### config.mk
export PLATFORM = sky130hd
export DESIGN_NAME = vga_timing_gen
export DESIGN_NICKNAME = d
export VERILOG_FILES = /design/src/rtl/vga_timing_gen.sv
export SDC_FILE = /design/constraint.sdc
export NUM_CORES = 1
export LEC_CHECK = 0
export ABC_AREA = 1
export BUFFER_PORTS_ARGS = -buffer_cell sky130_fd_sc_hd__buf_4
export CAP_MARGIN = 20
export CORE_AREA = 2 2 65 67
export DETAILED_ROUTE_END_ITERATION = 8
export DIE_AREA = 0 0 67 69
export PLACE_DENSITY = 0.78
export SYNTH_ARGS = -nofsm -noshare
export SYNTH_HDL_FRONTEND = slang
export SYNTH_SLANG_ARGS = --single-unit
### constraint.sdc
create_clock -name vga_clk -period 1.65 [get_ports vga_clk]
set_input_delay 0 -clock vga_clk [delete_from_list [all_inputs] [get_ports vga_clk]]
set_output_delay 0 -clock vga_clk [all_outputs]
set_load 0.005 [all_outputs]
### src/rtl/vga_timing_gen.sv
// VGA raster timing: pixel/line counters with registered position, blank and sync outputs.
// Define VGA_FRAME_COUNT_EN to build the completed-frame counter; otherwise frame_count is tied to 0.
module vga_timing_gen #(
  parameter int H_VISIBLE = 640,
  parameter int H_TOTAL   = 800,
  parameter int V_VISIBLE = 480,
  parameter int V_TOTAL   = 525
) (
  input  logic        vga_clk,
  input  logic        reset,
  input  logic        restart,
  output logic [9:0]  DrawX,
  output logic [9:0]  DrawY,
  output logic        blank,
  output logic        hs,
  output logic        vs,
  output logic        frame_start,
  output logic [15:0] frame_count
);

  // Sync pulses sit after a fixed front porch; back porch takes whatever remains of the total.
  localparam logic [9:0] H_LAST   = 10'(H_TOTAL - 1);
  localparam logic [9:0] V_LAST   = 10'(V_TOTAL - 1);
  localparam logic [9:0] H_VIS    = 10'(H_VISIBLE);
  localparam logic [9:0] V_VIS    = 10'(V_VISIBLE);
  localparam logic [9:0] HS_START = 10'(H_VISIBLE + 16);
  localparam logic [9:0] HS_END   = 10'(H_VISIBLE + 16 + 96 - 1);
  localparam logic [9:0] VS_START = 10'(V_VISIBLE + 10);
  localparam logic [9:0] VS_END   = 10'(V_VISIBLE + 10 + 2 - 1);

  logic [9:0] hc_q, hc_d, vc_q, vc_d;
  logic [9:0] drawx_q, drawy_q;
  logic       blank_q, blank_d, hs_q, hs_d, vs_q, vs_d, fs_q, fs_d;
  logic       h_wrap;

  always_comb begin
    h_wrap = (hc_q == H_LAST);
    hc_d   = h_wrap ? 10'd0 : hc_q + 10'd1;
    vc_d   = vc_q;
    if (h_wrap) begin
      vc_d = (vc_q == V_LAST) ? 10'd0 : vc_q + 10'd1;
    end
    if (restart) begin
      hc_d = 10'd0;
      vc_d = 10'd0;
    end
  end

  // Outputs are decoded from the pre-advance counter value so they all describe one position.
  always_comb begin
    blank_d = (hc_q < H_VIS) && (vc_q < V_VIS);
    hs_d    = !((hc_q >= HS_START) && (hc_q <= HS_END));
    vs_d    = !((vc_q >= VS_START) && (vc_q <= VS_END));
    fs_d    = (hc_q == 10'd0) && (vc_q == 10'd0);
  end

  always_ff @(posedge vga_clk or posedge reset) begin
    if (reset) begin
      hc_q    <= 10'd0;
      vc_q    <= 10'd0;
      drawx_q <= 10'd0;
      drawy_q <= 10'd0;
      blank_q <= 1'b0;
      hs_q    <= 1'b1;
      vs_q    <= 1'b1;
      fs_q    <= 1'b0;
    end else begin
      hc_q    <= hc_d;
      vc_q    <= vc_d;
      drawx_q <= hc_q;
      drawy_q <= vc_q;
      blank_q <= blank_d;
      hs_q    <= hs_d;
      vs_q    <= vs_d;
      fs_q    <= fs_d;
    end
  end

  assign DrawX       = drawx_q;
  assign DrawY       = drawy_q;
  assign blank       = blank_q;
  assign hs          = hs_q;
  assign vs          = vs_q;
  assign frame_start = fs_q;

`ifdef VGA_FRAME_COUNT_EN
  // Only the natural end-of-frame wrap counts; a restart landing on it still counts once.
  logic [15:0] fc_q, fc_d;
  logic        frame_wrap;

  always_comb begin
    frame_wrap = h_wrap && (vc_q == V_LAST);
    fc_d       = frame_wrap ? fc_q + 16'd1 : fc_q;
  end

  always_ff @(posedge vga_clk or posedge reset) begin
    if (reset) begin
      fc_q <= 16'd0;
    end else begin
      fc_q <= fc_d;
    end
  end

  assign frame_count = fc_q;
`else
  assign frame_count = 16'd0;
`endif

endmodule

==> results.toml <==
[die]
num_rows = 23
die_y_um = 69
core_area_sq_um = 3910
pin_count = 43
die_x_um = 67
die_area_sq_um = 4620
start_util_pct = 53.0

[synthesis]
synth_top_area_share_pct = 50.6
yosys-top-cells-count = "67 x nand2_1, 42 x dfrtp_1, 28 x inv_1, 28 x nor2_1, 16 x buf_4"
ys_types = 26
synthTopCellsByArea = "dfrtp_1 51%, nand2_1 12%, buf_4 5.8%"
ys_ff_latch = 44
synth_flop_cell = "dfrtp_1"
ys_warn_count = 0
synthCells = 238
synth_edf_count = 0
seq_area_frac_synth_pct = 53.2
post-synth-top-count-cell = "nand2_1"
ys_async_sr_fraction_pct = 100
syn-cell-area_sq_um = 2080
avgSynthCellArea_sq_um = 8.72
yosysTopAreaCell = "dfrtp_1"

[cells_and_area]
nFillCells = 353
instances_no_fill = 326
final_nets = 282
diodes = 0
syn_to_final_growth_pct = 17.8
drive_gt1_share_pct = 18.5
fin_util_pct = 62.5

[min_path]
hp-class = "input port to async pin"

[worst_setup_path]
endpoint = "vc_q[4]"
crit_path_start_kind = "flip-flop"
rr_worst_depth = 9
crit_type = "flip-flop to flip-flop"
r2r_slack_ns = 0.12
startpoint = "hc_q[0]"
crit_chain = "ha_1 -> nand2_2 -> nor2_4 -> nand2_4 -> nor2_8 -> nor2_4 -> buf_12 -> nand2_1 -> nand2_1"
critPathMaxStageDelay_ns = 0.41
r2r_start = "hc_q[0]"
reg2reg_to = "vc_q[4]"
cpMaxStageDelayCell = "dfrtp_2"
cp-end-kind = "flip-flop"
crit_fanout = 10
cp_data_required_time_ns = 1.83
crit_arrival_ns = 1.72

[drt]
first_pass_iters = 4
drc = 0
ant_nets = 0
drt_wl_total_mm = 3.93
routedWlPerCell_um = 12.1
drt_iter0_drc = 145
detail_route.vias_per_cell = 4.90
vias = 1597

[sta]
period_needed_ns = 1.53
worst_clock_skew_ns = 0.00639
period_share_pct = 93.0
final_max_slew_viol_count = 0
finalSetupTns_ns = 0
clock.fmax_ghz = 0.652
setup_violations = 0
hold_violations = 0
rsz0062_at_grt = "false"

[cts]
numCtsBuffers = 5
clock-sinks = 44
h-tree-depth = 2
clk_latency_ns = 0.30
clockBufferDepth = 2
cts_root_buffer = "clkbuf_8"
clkTransAtPathRegs_ns = 0.08
cts_tree = "yes"

[placement]
post-place-cells = 313
gp_congestion = 1.00
hpwl_mm = 2.84
port_buffers = 26

[global_route]
grt_antenna_before_repair = 0
grt_pass1_wl_mm = 6.91
grt_pass1_vias = 1436
grt_max_degree = 35
grt_use_total_pct = 19.6
overflow = 0

[status]
status = "finished, final reports clean"

[run]
maxCapViolCount = 0

[power]
p_per_area_nw_per_um2 = 820
vdd_drop_max_mv = 0.503
leakage_nw = 1.36
layout by cell type (no fill, tap or decap), drive strengths merged:
cell         instances
a21oi                2
buf                 31
bufinv               1
clkbuf               6
clkinv               2
conb                16
dfrtp               42
dfstp                2
dlygate4sd3          2
ha                   4
inv                 28
nand2               72
nand3               13
nand4               11
nor2                32
nor3                 5
nor3b                1
nor4                 3
o2111ai              1
o21a                 1
o21ai                1
logic make-up (layout without fill, tap and decap cells):
| group | Yosys count | count (layout) | share of synthesized area, % |
|---|---|---|---|
| AOI/OAI and AO/OA | 5 | 5 | 1.51 |
| adders and majority gates | 4 | 4 | 2.41 |
| DFF | 44 | 44 | 53.2 |
| and+or+nand+nor | 137 | 137 | 30.9 |
| other | 1 | 16 | 0.181 |
| buffers and inverters | 47 | 70 | 11.8 |
area by class of cell:
| class | count | area (sq um) | share of cell area (%) |
|---|---|---|---|
| multi-input cells | 162 | 783 | 32.0 |
| clock buffers | 6 | 72.6 | 2.97 |
| repair buffers | 33 | 278 | 11.4 |
| inverters | 29 | 109 | 4.45 |
| well taps | 50 | 62.6 | 2.56 |
| clock inverters | 2 | 35.0 | 1.43 |
| flip-flops and latches | 44 | 1100 | 45.2 |
critical path: cells and delay by family (launching register included):
kind,cells,cell delay (ns)
flip-flops,1,0.41
adder cells (fa/ha/maj),1,0.19
buffers and inverters,1,0.14
AND/OR/NAND/NOR,7,0.68
per-stage QoR:
stage	power (W)	area (sq um)	hold slack (ns)	setup WS, ns
finish	0.00201	2440	0.275	0.116
global route	0.00209	2440	0.336	0.00729
floorplan	0.00121	2130	0.0703	0.231
CTS	0.00202	2410	0.276	0.129
detailed placement	0.00122	2280	0.0533	0.146
global placement	0.00122	2280	0.0343	0.211
flip-flops by register name, indices dropped and copies added, names as in the netlist:
register,count
vc_q,10
vs,1
DrawY,10
hc_q,10
frame_start,1
DrawX,10
blank,1
hs,1
power breakdown:
part           switching (W)  internal [W]  total (W)
sequential         0.0000104       0.00109    0.00110
combinational      0.0000655     0.0000445   0.000110
clock               0.000344      0.000449   0.000792
total               0.000419       0.00159    0.00201
metal layers:
metal | vias to the layer above | track usage [%] | wire (um)
met5 | - | 0 | 0
met4 | 0 | 6.80 | 83
met3 | 8 | 4.89 | 246
met2 | 62 | 29.5 | 1870
met1 | 739 | 27.6 | 1730
li1 | 788 | - | -
worst min-delay path by stage:
| stage | start | endpoint | slack, ns | depth (start not counted) |
|---|---|---|---|---|
| 4_1_cts | reset | DrawY[7] | 0.28 | 3 |
| 3_5_place_dp | reset | DrawY[7] | 0.05 | 2 |
| 6_report | reset | DrawY[7] | 0.28 | 3 |
| 2_1_floorplan | restart | hc_q[2] | 0.07 | 1 |
| 5_1_grt | reset | DrawY[6] | 0.34 | 3 |
| 3_3_place_gp | reset | DrawY[7] | 0.03 | 2 |
timing repair:
item                                   CTS  global route
gates resized for setup                  0             1
hold buffers                             2             0
endpoints found under the hold margin   12             0
setup endpoints to repair                0             8
buffers inserted                         0             3
(Power assumes the default switching activity.)
